$ cat src/rtl/can_bit_timing_ctrl.sv
// CAN nominal bit timing: tq prescaler plus SYNC/TSEG1/TSEG2 sequencer with hard sync and resync.
// Latency: seg_state/tx_point/sample_point/resync_event are registered (high on the first clock of the entered segment); tq_tick is decoded from the prescaler.
// Backpressure: none; free-runs while enable=1 and is held in IDLE otherwise.
module can_bit_timing_ctrl #(
  parameter int BRP_W   = 6,
  parameter int TSEG1_W = 4,
  parameter int TSEG2_W = 3,
  parameter int SJW_W   = 2
) (
  input  logic               clock,
  input  logic               reset_n,
  input  logic               enable,
  input  logic [BRP_W-1:0]   brp,
  input  logic [TSEG1_W-1:0] tseg1,
  input  logic [TSEG2_W-1:0] tseg2,
  input  logic [SJW_W-1:0]   sjw,
  input  logic               hard_sync_en,
  input  logic               rx_falling_edge,
  input  logic               rx_bit,
  output logic [1:0]         seg_state,
  output logic               tq_tick,
  output logic               sample_point,
  output logic               sampled_bit,
  output logic               tx_point,
  output logic               resync_event
);
  // Segment counter must hold TSEG1 plus the largest phase1 extension.
  localparam int SEG_W = TSEG1_W + 2;
  localparam int EXT_W = SJW_W + 1;

  typedef enum logic [1:0] {
    ST_IDLE  = 2'd0,
    ST_SYNC  = 2'd1,
    ST_TSEG1 = 2'd2,
    ST_TSEG2 = 2'd3
  } seg_e;

  seg_e               state_q, state_d;
  logic [BRP_W-1:0]   presc_q, presc_d;
  logic [SEG_W-1:0]   seg_cnt_q, seg_cnt_d;
  logic [EXT_W-1:0]   ext_q, ext_d;
  logic [SEG_W-1:0]   t2_len_q, t2_len_d;
  logic               resync_done_q, resync_done_d;
  logic [BRP_W-1:0]   brp_s_q, brp_s_d;
  logic [TSEG1_W-1:0] tseg1_s_q, tseg1_s_d;
  logic [TSEG2_W-1:0] tseg2_s_q, tseg2_s_d;
  logic [SJW_W-1:0]   sjw_s_q, sjw_s_d;
  logic               tx_point_q, tx_point_d;
  logic               sample_point_q, sample_point_d;
  logic               resync_event_q, resync_event_d;
  logic               sampled_bit_q, sampled_bit_d;

  logic               tick;
  logic               t1_end;
  logic               edge_ok;
  logic [SEG_W-1:0]   seg_inc;
  logic [SEG_W-1:0]   sjw_len;
  logic [SEG_W-1:0]   t2_nom;
  logic [SEG_W-1:0]   t2_floor;
  logic [SEG_W-1:0]   t2_cut;

  assign tick     = (state_q != ST_IDLE) && (presc_q == brp_s_q);
  assign seg_inc  = seg_cnt_q + SEG_W'(1);
  assign sjw_len  = SEG_W'(sjw_s_q) + SEG_W'(1);
  assign t2_nom   = SEG_W'(tseg2_s_q) + SEG_W'(1);
  // Shortest TSEG2 a resync may leave; the tq holding the edge still completes.
  assign t2_floor = (t2_nom > sjw_len) ? (t2_nom - sjw_len) : '0;
  assign t2_cut   = (seg_inc > t2_floor) ? seg_inc : t2_floor;
  assign t1_end   = (seg_cnt_q == (SEG_W'(tseg1_s_q) + SEG_W'(ext_q)));
  assign edge_ok  = rx_falling_edge && !hard_sync_en && !resync_done_q;

  // Next-state: enable gate, hard sync, then tq-paced segment walk with resync.
  always_comb begin
    state_d        = state_q;
    presc_d        = presc_q;
    seg_cnt_d      = seg_cnt_q;
    ext_d          = ext_q;
    t2_len_d       = t2_len_q;
    resync_done_d  = resync_done_q;
    sampled_bit_d  = sampled_bit_q;
    brp_s_d        = brp_s_q;
    tseg1_s_d      = tseg1_s_q;
    tseg2_s_d      = tseg2_s_q;
    sjw_s_d        = sjw_s_q;
    tx_point_d     = 1'b0;
    sample_point_d = 1'b0;
    resync_event_d = 1'b0;

    if (!enable) begin
      state_d       = ST_IDLE;
      presc_d       = '0;
      seg_cnt_d     = '0;
      ext_d         = '0;
      t2_len_d      = '0;
      resync_done_d = 1'b0;
      sampled_bit_d = 1'b1;
    end else if ((state_q == ST_IDLE) || (hard_sync_en && rx_falling_edge)) begin
      // Start of a bit from idle, or hard sync overriding any pending tq_tick.
      state_d    = ST_SYNC;
      presc_d    = '0;
      seg_cnt_d  = '0;
      ext_d      = '0;
      tx_point_d = 1'b1;
    end else begin
      presc_d = tick ? '0 : (presc_q + BRP_W'(1));
      unique case (state_q)
        ST_SYNC: begin
          if (tick) begin
            state_d   = ST_TSEG1;
            seg_cnt_d = '0;
          end
        end
        ST_TSEG1: begin
          // An edge on the tick that closes TSEG1 arrives too late to lengthen it.
          if (edge_ok && !(tick && t1_end)) begin
            ext_d          = (seg_inc < sjw_len) ? EXT_W'(seg_inc) : EXT_W'(sjw_len);
            resync_done_d  = 1'b1;
            resync_event_d = 1'b1;
          end
          if (tick) begin
            if (t1_end) begin
              state_d        = ST_TSEG2;
              seg_cnt_d      = '0;
              t2_len_d       = t2_nom;
              sample_point_d = 1'b1;
              sampled_bit_d  = rx_bit;
              resync_done_d  = 1'b0;
            end else begin
              seg_cnt_d = seg_inc;
            end
          end
        end
        ST_TSEG2: begin
          if (edge_ok) begin
            t2_len_d       = t2_cut;
            resync_done_d  = 1'b1;
            resync_event_d = 1'b1;
          end
          if (tick) begin
            if (seg_inc >= t2_len_d) begin
              state_d    = ST_SYNC;
              seg_cnt_d  = '0;
              ext_d      = '0;
              tx_point_d = 1'b1;
            end else begin
              seg_cnt_d = seg_inc;
            end
          end
        end
        default: begin
        end
      endcase
    end

    // Timing config is sampled once per bit so mid-bit writes take effect next bit.
    if (tx_point_d) begin
      brp_s_d   = brp;
      tseg1_s_d = tseg1;
      tseg2_s_d = tseg2;
      sjw_s_d   = sjw;
    end
  end

  // State, counters, shadow config and registered strobes.
  always_ff @(posedge clock or negedge reset_n) begin
    if (!reset_n) begin
      state_q        <= ST_IDLE;
      presc_q        <= '0;
      seg_cnt_q      <= '0;
      ext_q          <= '0;
      t2_len_q       <= '0;
      resync_done_q  <= 1'b0;
      brp_s_q        <= '0;
      tseg1_s_q      <= '0;
      tseg2_s_q      <= '0;
      sjw_s_q        <= '0;
      tx_point_q     <= 1'b0;
      sample_point_q <= 1'b0;
      resync_event_q <= 1'b0;
      sampled_bit_q  <= 1'b1;
    end else begin
      state_q        <= state_d;
      presc_q        <= presc_d;
      seg_cnt_q      <= seg_cnt_d;
      ext_q          <= ext_d;
      t2_len_q       <= t2_len_d;
      resync_done_q  <= resync_done_d;
      brp_s_q        <= brp_s_d;
      tseg1_s_q      <= tseg1_s_d;
      tseg2_s_q      <= tseg2_s_d;
      sjw_s_q        <= sjw_s_d;
      tx_point_q     <= tx_point_d;
      sample_point_q <= sample_point_d;
      resync_event_q <= resync_event_d;
      sampled_bit_q  <= sampled_bit_d;
    end
  end

  assign seg_state    = state_q;
  assign tq_tick      = tick;
  assign sample_point = sample_point_q;
  assign sampled_bit  = sampled_bit_q;
  assign tx_point     = tx_point_q;
  assign resync_event = resync_event_q;

endmodule

$ cat config.mk
export PLATFORM = sky130hd
export DESIGN_NAME = can_bit_timing_ctrl
export DESIGN_NICKNAME = d
export VERILOG_FILES = /design/src/rtl/can_bit_timing_ctrl.sv
export SDC_FILE = /design/constraint.sdc
export NUM_CORES = 1
export LEC_CHECK = 0
export CAP_MARGIN = 20
export CORE_AREA = 5 5 78 80
export CTS_CLUSTER_DIAMETER = 60
export DETAILED_ROUTE_END_ITERATION = 10
export DIE_AREA = 0 0 83 85
export PLACE_DENSITY = 0.84
export SKIP_LAST_GASP = 1
export SLEW_MARGIN = 40
export SYNTH_ARGS = -nofsm -noshare
export SYNTH_HDL_FRONTEND = slang
export SYNTH_SLANG_ARGS = --single-unit
$ cat constraint.sdc
create_clock -name clock -period 7.2 [get_ports clock]
set_input_delay 1.08 -clock clock [delete_from_list [all_inputs] [get_ports clock]]
set_output_delay 1.08 -clock clock [all_outputs]
set_load 0.1 [all_outputs]
* Yosys cells after proc, flatten, opt, wreduce, memory -nomap -nowiden
Cells that the tools add are included.
Widths: inputs -> output; s select.
** Storage, ports and cells
- Register bits :: 43
- Output and inout port bits :: 7
- Word-level logic and storage cells :: 127
** Cells by class
- $lt $le $gt $ge :: 4
- Multiplexer cells :: 64
- Add/subtract/negate cells :: 6
- Reduce and logical (&&, ||, !) cells :: 18
- Equality and inequality tests :: 21
** Operators with widths (count)
- $mux 6 :: 20
- $mux 1 :: 25
- $ne 4x4->1 const B :: 6
- $mux 3 :: 6
- $pmux 6 s3 :: 1
- $reduce_and 4->1 :: 4
- $mux 2 :: 7
- $add 6x1->6 const B :: 2
- $pmux 6 s2 :: 1
- $ne 3x3->1 const B :: 3
- $eq 6x5->1 :: 1
- $eq 6x6->1 :: 1
- $ge 6x6->1 :: 1
- $gt 6x6->1 :: 1
- $logic_and 1x1->1 :: 6
- $lt 6x3->1 :: 1
- $ne 2x1->1 const B :: 3
- $pmux 2 s3 :: 1
- $pmux 3 s2 :: 1
- $reduce_and 6->1 :: 1
- $add 4x3->5 :: 1
- $ne 5x1->1 const B :: 1
- $sub 4x3->5 :: 1
- $add 3x1->4 const B :: 1
- 13 further kinds :: 17

* Depth between registers and ports, before layout
Gate-level depths: netlist (run 1).
- Depth after elaboration :: 15
- Mapped depth :: 21

* Least setup slack after synthesis (run 1)
OpenSTA, ideal clock, no wires.
- Kind :: register -> register
- Start :: register tseg2_s_q[0]
- End :: register brp_s_q[0]
- Arrival time :: 4.838 ns
- Path slack :: 2.237 ns
- Buffers on the path :: 1
- Cell stages (with the launch flop) :: 20
- Period minus slack after synthesis :: 4.963 ns
- Path through :: dfrtp_1 -> ha_1 -> xor2_1 -> ha_1 -> and3_1 -> nand4bb_1 -> ha_1 -> a21oi_1 -> a21boi_0 -> o32ai_2 -> o211ai_1 -> o211ai_1 -> o21ai_0 -> ha_1 -> and3_1 -> a221oi_1 -> nor3_4 -> o21ai_2 -> buf_6 -> mux2_4
** On the way
- Word-level cells in the longest chain between the ends :: 15
- Elaborated cells on any way between the ends :: 16
- Classes of those cells :: add/sub: 2; order compare: 3; mux: 11
** Ends and longest elaborated chain
- start, declared :: RTL line 46 : logic [TSEG2_W-1:0] tseg2_s_q, tseg2_s_d;
- start signal, assigned :: RTL line 190 : tseg2_s_q <= tseg2_s_d;
- $add 3x1->4 * :: RTL line 65 : assign t2_nom = SEG_W'(tseg2_s_q) + SEG_W'(1);
- $sub 4x3->5 / $gt 4x3->1 (equally long branches) :: RTL line 67 : assign t2_floor = (t2_nom > sjw_len) ? (t2_nom - sjw_len) : '0;
- $mux 6 * :: RTL line 67
- $gt 6x6->1 :: RTL line 68 : assign t2_cut = (seg_inc > t2_floor) ? seg_inc : t2_floor;
- $mux 6 * :: RTL line 68
- $mux 6 * :: RTL line 134 : if (edge_ok) begin
- $mux 6 * :: RTL line 106 : unique case (state_q)
- $mux 6 * :: RTL line 97 : end else if ((state_q == ST_IDLE) || (hard_sync_en && rx_falling_edge)) begin
- $mux 6 * :: RTL line 89 : if (!enable) begin
- $ge 6x6->1 * :: RTL line 140 : if (seg_inc >= t2_len_d) begin
- $mux 1 * :: RTL line 140
- $mux 1 * :: RTL line 139 : if (tick) begin
- $mux 1 * :: RTL line 106
- $mux 1 * :: RTL line 97
- $mux 1 * :: RTL line 89
- end signal, assigned :: RTL line 188 : brp_s_q <= brp_s_d;
- end, declared :: RTL line 44 : logic [BRP_W-1:0] brp_s_q, brp_s_d;
Every way passes the cells marked *; elsewhere a longest branch is shown, timed or not. The select of a mux whose other input is x is not followed.
A chain may end at the register's enable or synchronous reset.

* Worst setup path in the final report (run 1)
- Start :: register tseg2_s_q[0]
- End :: register tseg1_s_q[3]
** On the way
- Word-level cells in the longest chain between the ends :: 15
- Elaborated cells on any way between the ends :: 16
- Classes of those cells :: add/sub: 2; order compare: 3; mux: 11
** Ends and longest elaborated chain
- $add 3x1->4 * :: RTL line 65
- $sub 4x3->5 / $gt 4x3->1 (equally long branches) :: RTL line 67
- $mux 6 * :: RTL line 67
- $gt 6x6->1 :: RTL line 68
- $mux 6 * :: RTL line 68
- $mux 6 * :: RTL line 134
- $mux 6 * :: RTL line 106
- $mux 6 * :: RTL line 97
- $mux 6 * :: RTL line 89
- $ge 6x6->1 * :: RTL line 140
- $mux 1 * :: RTL line 140
- $mux 1 * :: RTL line 139
- $mux 1 * :: RTL line 106
- $mux 1 * :: RTL line 97
- $mux 1 * :: RTL line 89
- end signal, assigned :: RTL line 189 : tseg1_s_q <= tseg1_s_d;
- end, declared :: RTL line 45 : logic [TSEG1_W-1:0] tseg1_s_q, tseg1_s_d;
Marked as above.

==> impl_summary.log, run 1 <==
INFO  metric postLayoutCellArea = 0.003388 mm^2
INFO  metric globalRouteTotalUtil = 0.1911
INFO  metric ir_drop = 0.0001276 V
INFO  metric power_density = 233.9 mW/mm^2
INFO  metric worst_skew_pair_latency = 310 ps
INFO  metric cts_root_buf = sky130_fd_sc_hd__clkbuf_8
INFO  metric design.portCount = 28
INFO  metric cts.sink_count = 43
INFO  metric clock_tree.buffer_depth = 2
INFO  metric grt_setup_unrepaired = false
INFO  metric final_cells = 403
INFO  metric place_worst_setup_slack = 1518 ps
INFO  metric path_cells = ha_1, xor2_1, ha_1, a32oi_2, nand4bb_1, ha_1, a21oi_1, a21boi_0, o32ai_2, o211ai_1, o211ai_1, o21ai_0, ha_1, and3_1, a221oi_1, nor3_4, o21ai_4, mux2_2
INFO  metric synth_top_area_cell = sky130_fd_sc_hd__dfrtp_1
INFO  metric grt_start_max_net_pins = 44
INFO  metric drv_slew = 0
INFO  metric grt_first_pass_wirelength = 11.01 mm
INFO  metric min_period = 5744 ps
INFO  metric overflow = 0
INFO  metric num_antenna_cells = 0
INFO  metric timing.hold.worst.class = flop to flop
INFO  metric portBuffers = 27
INFO  metric status = finished, final reports clean
INFO  metric cp_num_cells = 18
INFO  metric dieArea = 0.007055 mm^2
INFO  metric clk_transition_reported_paths = 90 ps
INFO  metric critical_path_class = flop to flop
INFO  metric first_iteration_detailed_routing_drc_count = 135
INFO  metric cp_max_fo = 16
INFO  metric detail_route.first_pass.iterations = 4
INFO  metric finalWeightedCongestion = 0.8782
INFO  metric tns = 0 ps
INFO  metric finalHoldViolCount = 0
INFO  metric synth_top_area_frac = 0.3535
INFO  metric area_delta_synth_final = 13.97%
INFO  metric dp.cells = 395
INFO  metric finalWorstSetupSlack = 1456 ps
INFO  metric synth-edff-count = 0
INFO  metric postCtsSetupRepairBufs = 0
INFO  metric worst_setup_path_startpoint = tseg2_s_q[0]
INFO  metric worstSetupStartpointType = flop
INFO  metric core-area = 0.005338 mm^2
INFO  metric horiz_die_dim = 83 um
INFO  metric timing.max_cap.violations = 0
INFO  metric drive_gt1_frac = 0.1420
INFO  metric static-leakage-power = 1.534 nW
INFO  metric setup.reg_to_reg.worst_slack = 1460 ps
INFO  metric wirelength = 6.425 mm
INFO  metric cts_tree = built
INFO  metric number_of_standard_cells_after_synthesis = 302
INFO  metric path_delay_family = compound AO/OA/AOI/OAI gates
INFO  metric cts_hold_buf = 0
INFO  metric critPathMaxStageDelay = 660 ps
INFO  metric dr_total_vias = 2360
INFO  metric most_frequent_cell_on_the_critical_path = sky130_fd_sc_hd__ha_1
INFO  metric detailedPlacementHpwl = 4.832 mm
INFO  metric via_per_inst = 5.856
INFO  metric critical_path_arrival = 5940 ps
INFO  metric final-setup-viol-count = 0
INFO  metric antenna_found_initial = 0
INFO  metric async_flop_share = 1.000
INFO  metric slew-limit-headroom = 0.5175
INFO  metric max_freq = 0.1741 GHz
INFO  metric endpoint_kind = flop
INFO  metric drtAntennaViolNets = 0
INFO  metric synth-seq-cells = 43
INFO  metric grt_pass1_vias = 2371
INFO  metric route.detailed.wl_per_inst = 15.94 um
INFO  metric cts_buffers = 5
INFO  metric finalCritPeriodShare = 0.7977
INFO  metric resized_gates_after_cts = 0
INFO  metric worst_r2r_startpoint = tseg2_s_q[0]
INFO  metric fp-row-count = 27
INFO  metric yosys.cell_types.count = 52
INFO  metric critical_path_required = 7400 ps
INFO  metric netlist_top_cells_count = 42 x sky130_fd_sc_hd__dfrtp_1, 26 x sky130_fd_sc_hd__nand2_1, 24 x sky130_fd_sc_hd__ha_1
INFO  metric worst_clock_skew = 4.525 ps
INFO  metric worstReg2RegEnd = tseg1_s_q[3]
INFO  metric placed_cell_area = 0.003276 mm^2
INFO  metric synthesis.yosys.warnings = 0
INFO  metric syn_avg_cell_area = 9.844 um^2
INFO  metric worst-path-buf-inv = 0
INFO  metric clock_tree.htree_level_count = 2
INFO  metric synth.net_count = 348
INFO  metric synth_sequential_area_ratio = 0.3624
INFO  metric worstMarginPinSlew = 723.8 ps
INFO  metric fp.dieH = 85 um
INFO  metric num-nets-final = 376
INFO  metric ys_top_cells_by_area = sky130_fd_sc_hd__dfrtp_1 35%, sky130_fd_sc_hd__ha_1 10%, sky130_fd_sc_hd__mux2_4 4.5%
INFO  metric synth_ff_type = sky130_fd_sc_hd__dfrtp_1
INFO  metric initial_standard_cell_utilization_of_the_core = 0.5570
INFO  metric critical-path-slowest-cell = sky130_fd_sc_hd__o32ai_2
INFO  metric num-fill-cells = 454
INFO  metric reg2regPathDepth = 18
INFO  metric drc = 0
INFO  metric critical_path.endpoint = tseg1_s_q[3]
INFO  metric synthMostInstantiatedCell = sky130_fd_sc_hd__dfrtp_1
INFO  metric total_standard_cell_area_after_synthesis = 0.002973 mm^2
## area by class of cell
cell class	count	area, um^2	area share
clock buffers	5	68.82	0.02031
inverters	22	82.58	0.02437
well taps	72	90.09	0.02659
clock inverters	3	43.79	0.01292
flip-flops and latches	43	1077	0.3179
multi-input cells	231	1793	0.5292
repair buffers	27	232.7	0.06869
## state kept, by name, summed over array words and instances (netlist names), 3 cells and up
register	flops
seg_cnt_q	6
tseg2_s_q	3
tseg1_s_q	4
presc_q	6
t2_len_q	6
brp_s_q	6
ext_q	3
## worst min-delay path by stage
stage | start | to | slack, ps | depth (start not counted)
2_1_floorplan | t2_len_q[4] | t2_len_q[4] | 460 | 1
4_1_cts | t2_len_q[4] | t2_len_q[4] | 510 | 1
3_5_place_dp | t2_len_q[4] | t2_len_q[4] | 480 | 1
5_1_grt | t2_len_q[1] | t2_len_q[1] | 520 | 1
6_report | t2_len_q[1] | t2_len_q[1] | 510 | 1
3_3_place_gp | t2_len_q[5] | t2_len_q[5] | 470 | 1
## stage by stage
step / util / power (mW) / hold WS (ps)
2_1_floorplan: - / 0.5283 / 455.4
3_3_place_gp: 0.6179 / 0.5873 / 474.5
3_5_place_dp: 0.6137 / 0.5978 / 477.6
4_1_cts: 0.6348 / 0.7908 / 505.3
5_1_grt: 0.6348 / 0.8423 / 520.9
6_report: 0.6348 / 0.7924 / 509.0
## per-layer routing
layer	up-vias	routed length, um	global-route usage
li1	1149	-	-
met3	8	274	0.03786
met2	57	3168	0.3273
met5	-	0	0
met1	1146	2878	0.2426
met4	0	104	0.06389
## cells by family (layout without fill, tap and decap cells)
| kind of cell | count (synthesis) | after routing | share of synthesized area |
|---|---|---|---|
| simple gates | 94 | 94 | 0.1637 |
| compound gates | 64 | 64 | 0.1532 |
| flops | 43 | 43 | 0.3624 |
| mux | 24 | 24 | 0.09975 |
| buf+inv | 28 | 57 | 0.03788 |
| fa+ha+maj | 25 | 25 | 0.1077 |
| xor+xnor | 24 | 24 | 0.07534 |
## report_power, final
group / switching (mW) / internal (mW) / leakage, nW
sequential: 0.0159 / 0.258 / 0.558
clock: 0.0904 / 0.103 / 0.0581
combinational: 0.179 / 0.145 / 0.918
## layout by cell type (no fill, tap or decap), types with 6 or more instances in the layout
master / instances
sky130_fd_sc_hd__a21oi_1: 13
sky130_fd_sc_hd__xnor2_1: 15
sky130_fd_sc_hd__mux2i_1: 6
sky130_fd_sc_hd__nand3_1: 10
sky130_fd_sc_hd__inv_1: 22
sky130_fd_sc_hd__buf_2: 7
sky130_fd_sc_hd__nor3_1: 11
sky130_fd_sc_hd__o211ai_1: 6
sky130_fd_sc_hd__clkdlybuf4s50_1: 19
sky130_fd_sc_hd__nor2_1: 17
sky130_fd_sc_hd__nand2_1: 26
sky130_fd_sc_hd__ha_1: 24
sky130_fd_sc_hd__mux2_2: 9
sky130_fd_sc_hd__o21ai_0: 16
sky130_fd_sc_hd__dfrtp_1: 42
sky130_fd_sc_hd__xor2_1: 8
sky130_fd_sc_hd__mux2_4: 9
(Power assumes the default switching activity.)
==> run 2: changes to the inputs <==
Clock period 7.2 ns to 6 ns, I/O delays scaled along.
==> run 2 against run 1 <==
Wire length up 3.1%. Maximum frequency increased by 3.9%. Final cell count increased by 0.74%. Critical path depth up 1. Sequential power rose by 20%. Die area unchanged. Non-clock buffer count is 3 higher.
==> impl_summary.log, run 2 (synthesized netlist as in run 1, its figures left out) <==
INFO  metric drv_slew = 0
INFO  metric critPathMaxStageDelay = 640 ps
INFO  metric finalHoldViolCount = 0
INFO  metric path_cells = ha_1, xor2_1, ha_1, a32oi_2, inv_1, o21ai_0, ha_1, nand3_1, a21boi_0, o32ai_2, mux2i_1, mux2i_1, ha_1, a21o_1, a221oi_1, nor3_4, o21ai_2, buf_4, mux2_2
INFO  metric seqPwrFrac = 0.362
INFO  metric final-setup-viol-count = 0
INFO  metric critical-path-slowest-cell = sky130_fd_sc_hd__o32ai_2
INFO  metric mostFrequentLayoutCell = sky130_fd_sc_hd__dfrtp_1
INFO  metric timing.max_cap.violations = 0
INFO  metric worst_r2r_startpoint = tseg2_s_q[0]
INFO  metric critical_path.endpoint = tseg2_s_q[1]
INFO  metric critical_path_class = flop to flop
INFO  metric clock_tree.buffer_depth = 2
INFO  metric post-route-util = 0.6320
INFO  metric drc = 0
INFO  metric tns = 0 ps
INFO  metric static-leakage-power = 1.530 nW
INFO  metric drive_gt1_frac = 0.1437
INFO  metric slew-limit-headroom = 0.5299
INFO  metric resized_gates_after_cts = 0
INFO  metric cts.sink_count = 43
INFO  metric critical_path_arrival = 5710 ps
INFO  metric route.detailed.wl_per_inst = 16.32 um
INFO  metric globalRouteTotalUtil = 0.1946
INFO  metric cts_root_buf = sky130_fd_sc_hd__clkbuf_8
INFO  metric worstMarginPinSlew = 705.1 ps
INFO  metric clock_tree.htree_level_count = 2
INFO  metric cts_tree = built
INFO  metric antenna_found_initial = 0
INFO  metric dr_total_vias = 2395
INFO  metric cp_max_fo = 16
INFO  metric cts_buffers = 5
INFO  metric drtAntennaViolNets = 0
INFO  metric grt_pass1_vias = 2381
INFO  metric finalWeightedCongestion = 0.8970
INFO  metric grt_start_max_net_pins = 44
INFO  metric most_frequent_cell_on_the_critical_path = sky130_fd_sc_hd__ha_1
INFO  metric initial_standard_cell_utilization_of_the_core = 0.5570
INFO  metric worstSetupStartpointType = flop
INFO  metric setup.reg_to_reg.worst_slack = 470 ps
INFO  metric wirelength = 6.626 mm
INFO  metric reg2regPathDepth = 19
INFO  metric portBuffers = 27
INFO  metric timing.hold.worst.class = flop to flop
INFO  metric worst_setup_path_startpoint = tseg2_s_q[0]
INFO  metric switchingPower = 338.5 uW
INFO  metric via_per_inst = 5.899
INFO  metric fp-row-count = 27
INFO  metric endpoint_kind = flop
INFO  metric sw_frac_of_total = 0.3737
INFO  metric overflow = 0
INFO  metric max_freq = 0.1809 GHz
INFO  metric clk_transition_reported_paths = 90 ps
INFO  metric comb_power_share = 0.435
INFO  metric grt_first_pass_wirelength = 11.33 mm
INFO  metric finalCritPeriodShare = 0.9215
INFO  metric detail_route.first_pass.iterations = 4
INFO  metric horiz_die_dim = 83 um
INFO  metric cts_hold_buf = 0
INFO  metric grt_setup_unrepaired = false
INFO  metric worstReg2RegEnd = tseg2_s_q[1]
INFO  metric worst_clock_skew = 9.753 ps
INFO  metric num_antenna_cells = 0
INFO  metric design.portCount = 28
INFO  metric power_density = 268.5 mW/mm^2
INFO  metric worst_skew_pair_latency = 300 ps
INFO  metric first_iteration_detailed_routing_drc_count = 193
INFO  metric critical_path_required = 6180 ps
INFO  metric ir_drop = 0.0001591 V
INFO  metric status = finished, final reports clean
INFO  metric dieArea = 0.007055 mm^2
INFO  metric area_delta_synth_final = 13.47%
INFO  metric clock_power_share = 0.203
INFO  metric num-nets-final = 379
INFO  metric core-area = 0.005338 mm^2
INFO  metric layout.cells.most_common_list = 42 x sky130_fd_sc_hd__dfrtp_1, 26 x sky130_fd_sc_hd__nand2_1, 24 x sky130_fd_sc_hd__ha_1
INFO  metric detailedPlacementHpwl = 4.997 mm
INFO  metric num-fill-cells = 454
INFO  metric min_period = 5529 ps
INFO  metric postCtsSetupRepairBufs = 0
INFO  metric fp.dieH = 85 um
INFO  metric internal_power = 567.2 uW
## run 2: final cells by class
class	instances	area, um^2	share of cell area
flip-flops and latches	43	1077	0.3194
well taps	72	90.09	0.02671
clock buffers	6	72.57	0.02151
clock inverters	2	12.51	0.003709
repair buffers	30	255.2	0.07567
multi-input cells	231	1783	0.5286
inverters	22	82.58	0.02448
## run 2: how the worst min path moves through the flow
stage | from | endpoint | cells after the start
detailed placement | t2_len_q[4] | t2_len_q[4] | 1
finish | t2_len_q[1] | t2_len_q[1] | 1
CTS | t2_len_q[4] | t2_len_q[4] | 1
global placement | t2_len_q[5] | t2_len_q[5] | 1
floorplan | t2_len_q[4] | t2_len_q[4] | 1
global route | t2_len_q[4] | t2_len_q[4] | 1
## run 2: power groups by stage
stage	Sequential, mW	Combinational, mW	Clock [mW]
6_report	0.328	0.394	0.184
5_1_grt	0.331	0.435	0.201
4_1_cts	0.328	0.390	0.188
3_5_place_dp	0.334	0.387	0
3_3_place_gp	0.332	0.372	0
2_1_floorplan	0.335	0.299	0
## run 2: worst max-delay path: cells and delay by family (launching register included)
kind | cells | cell delay, ps
AOI/OAI and AO/OA | 7 | 2190
adders and majority gates | 4 | 1210
muxes | 3 | 820
DFF | 1 | 440
buffers and inverters | 2 | 390
and+or+nand+nor | 2 | 200
xor gates and xnor gates | 1 | 170
## run 2: per-stage QoR
step | setup WS, ps | total power [mW] | std cells | hold WS, ps | instance area (um^2)
after global placement | 768.9 | 0.7041 | 398 | 475.5 | 3321
after floorplan | 1037 | 0.6340 | 302 | 455.4 | 2973
after CTS | 548.7 | 0.9062 | 406 | 509.9 | 3373
after global routing | 147.9 | 0.9672 | 406 | 538.3 | 3373
after detailed placement | 569.9 | 0.7212 | 398 | 485.2 | 3288
final | 471.3 | 0.9057 | 406 | 508.2 | 3373
## run 2: layer usage
layer  GRT usage  vias to the layer above  wire length, um
met5           0                        -                0
met2      0.3302                       64             3211
met3     0.03495                       13              308
li1            -                     1151                -
met4     0.06241                        0              121
met1      0.2531                     1167             2985
==> run 3: changes to the inputs <==
Settings changed: CAP_MARGIN 20 to 40, CELL_PAD_IN_SITES_DETAIL_PLACEMENT set to 1, CELL_PAD_IN_SITES_GLOBAL_PLACEMENT set to 2, CORE_AREA 5 5 78 80 to 5 5 96 98, DIE_AREA 0 0 83 85 to 0 0 101 103, GPL_ROUTABILITY_DRIVEN set to 0.
==> run 3 against run 2 <==
First-iteration DRC count shrank 71%. Final cell count up 9.4%. Sequential cell count unchanged. Register-to-register slack improved by 30 ps. Largest cell class unchanged. Wire length increased by 15%. Sequential power about the same. Critical path type unchanged. Hold slack about the same.
==> impl_summary.log, run 3 (synthesized netlist as in run 1, its figures left out) <==
INFO  metric mostFrequentLayoutCell = sky130_fd_sc_hd__dfrtp_1
INFO  metric num-nets-final = 381
INFO  metric finalCritPeriodShare = 0.9165
INFO  metric min_period = 5499 ps
INFO  metric finalHoldWorstSlack = 508.1 ps
INFO  metric timing.max_cap.violations = 0
INFO  metric grt_first_pass_wirelength = 12.68 mm
INFO  metric num_antenna_cells = 0
INFO  metric overflow = 0
INFO  metric drv_slew = 0
INFO  metric seqCellArea = 0.001077 mm^2
INFO  metric globalRouteTotalUtil = 0.1560
INFO  metric most_frequent_cell_on_the_critical_path = sky130_fd_sc_hd__ha_1
INFO  metric layout.cells.most_common_list = 42 x sky130_fd_sc_hd__dfrtp_1, 26 x sky130_fd_sc_hd__nand2_1, 24 x sky130_fd_sc_hd__ha_1
INFO  metric timing.hold.worst.class = flop to flop
INFO  metric cts_hold_buf = 0
INFO  metric critical_path_class = flop to flop
INFO  metric route.detailed.wl_per_inst = 17.14 um
INFO  metric fp-row-count = 34
INFO  metric clock_tree.buffer_depth = 2
INFO  metric power_density = 265.0 mW/mm^2
INFO  metric dr_total_vias = 2373
INFO  metric clk_transition_reported_paths = 90 ps
INFO  metric drc = 0
INFO  metric detail_route.first_pass.iterations = 4
INFO  metric path_cells = ha_1, xor2_1, ha_1, and3_1, nand4bb_1, ha_1, a21oi_1, a21boi_0, o32ai_2, o211ai_1, o211ai_1, o21ai_0, ha_1, and3_1, a221oi_1, nor3_4, o21ai_2, buf_4, mux2_2
INFO  metric grt_start_max_net_pins = 44
INFO  metric endpoint_kind = flop
INFO  metric drtAntennaViolNets = 0
INFO  metric static-leakage-power = 1.538 nW
INFO  metric worst_skew_pair_latency = 300 ps
INFO  metric multi_input_comb_area = 0.001783 mm^2
INFO  metric grt_pass1_vias = 2484
INFO  metric first_iteration_detailed_routing_drc_count = 56
INFO  metric setup.reg_to_reg.worst_slack = 500 ps
INFO  metric slew-limit-headroom = 0.5435
INFO  metric comb_power_share = 0.431
INFO  metric worstReg2RegEnd = tseg1_s_q[3]
INFO  metric postCtsSetupRepairBufs = 0
INFO  metric core-area = 0.008381 mm^2
INFO  metric final_cells = 444
INFO  metric reg2regPathDepth = 19
INFO  metric worstSetupStartpointType = flop
INFO  metric report.power.total = 909.8 uW
INFO  metric cts.sink_count = 43
INFO  metric antenna_found_initial = 0
INFO  metric final-setup-viol-count = 0
INFO  metric critical_path_arrival = 5690 ps
INFO  metric design.portCount = 28
INFO  metric switchingPower = 342.9 uW
INFO  metric clock_power_share = 0.207
INFO  metric worst_r2r_startpoint = tseg2_s_q[0]
INFO  metric critPathMaxStageDelay = 630 ps
INFO  metric wirelength = 7.611 mm
INFO  metric cts_root_buf = sky130_fd_sc_hd__clkbuf_8
INFO  metric holdPathStages = 1
INFO  metric initial_standard_cell_utilization_of_the_core = 0.3547
INFO  metric internal_power = 566.9 uW
INFO  metric area_delta_synth_final = 15.49%
INFO  metric status = finished, final reports clean
INFO  metric finalHoldViolCount = 0
INFO  metric cp_max_fo = 16
INFO  metric sw_frac_of_total = 0.3769
INFO  metric fp.dieH = 103 um
INFO  metric critical_path_required = 6190 ps
INFO  metric detailedPlacementHpwl = 5.958 mm
INFO  metric drive_gt1_frac = 0.1488
INFO  metric dieArea = 0.01040 mm^2
INFO  metric resized_gates_after_cts = 0
INFO  metric ir_drop = 0.0001115 V
INFO  metric via_per_inst = 5.345
INFO  metric critical-path-slowest-cell = sky130_fd_sc_hd__o32ai_2
INFO  metric holdPathEnd = t2_len_q[5]
INFO  metric cts_buffers = 5
INFO  metric tns = 0 ps
INFO  metric dp.cells = 436
INFO  metric horiz_die_dim = 101 um
INFO  metric clock_tree.htree_level_count = 2
INFO  metric seqPwrFrac = 0.362
INFO  metric cts_tree = built
INFO  metric portBuffers = 27
INFO  metric worst_clock_skew = 8.042 ps
INFO  metric max_freq = 0.1818 GHz
INFO  metric worstMarginPinSlew = 684.7 ps
INFO  metric grt_setup_unrepaired = false
INFO  metric worstHoldStart = t2_len_q[5]
INFO  metric num-fill-cells = 961
## run 3: cell type report
cell class,instances,area share
Timing Repair Buffer,32,0.07872
Inverter,22,0.02405
Clock buffer,6,0.02114
Multi-Input combinational cell,231,0.5193
Tap cell,108,0.03936
Sequential cell,43,0.3138
Clock inverter,2,0.003644
## run 3: metal layers
layer | vias to the layer above | share of wire | global-route usage
met5 | - | 0 | 0
met4 | 0 | 0.0095 | 0.03681
met3 | 7 | 0.030 | 0.02233
met2 | 37 | 0.49 | 0.2699
met1 | 1181 | 0.47 | 0.2069
li1 | 1148 | - | -
## run 3: stage by stage
| step | worst slack, ps | util | instance area (um^2) |
|---|---|---|---|
| floorplan | 1037 | - | 2973 |
| detailed placement | 480.9 | 0.3995 | 3348 |
| CTS | 464.0 | 0.4097 | 3433 |
| finish | 500.8 | 0.4097 | 3433 |
| global placement | 671.1 | 0.4034 | 3381 |
| global route | 60.96 | 0.4097 | 3433 |
## run 3: power by group through the flow
| stage | Combinational (mW) | Clock, mW | Sequential, mW |
|---|---|---|---|
| 6_report | 0.392 | 0.189 | 0.329 |
| 5_1_grt | 0.441 | 0.211 | 0.332 |
| 4_1_cts | 0.397 | 0.194 | 0.330 |
| 3_5_place_dp | 0.395 | 0 | 0.335 |
| 3_3_place_gp | 0.384 | 0 | 0.334 |
| 2_1_floorplan | 0.299 | 0 | 0.335 |
## run 3: worst max path at each step
stage / startpoint / to / slack [ps] / depth (start not counted)
after global routing: sjw_s_q[0] / tseg2_s_q[0] / 60 / 19
after detailed placement: tseg2_s_q[0] / sjw_s_q[1] / 480 / 19
after global placement: tseg2_s_q[0] / tseg2_s_q[0] / 670 / 19
after CTS: tseg2_s_q[0] / tseg2_s_q[0] / 460 / 19
final: tseg2_s_q[0] / tseg1_s_q[3] / 500 / 19
after floorplan: tseg2_s_q[0] / brp_s_q[0] / 1040 / 19
## run 3: worst max-delay path, delay by kind of cell, from the launching register on
family / cells / cell delay, ps
AO/OA/AOI/OAI: 8 / 2040
adder cells (fa/ha/maj): 4 / 1300
AND/OR/NAND/NOR: 4 / 780
flip-flops: 1 / 440
multiplexers: 1 / 370
buffers and inverters: 1 / 290
XOR/XNOR: 1 / 170
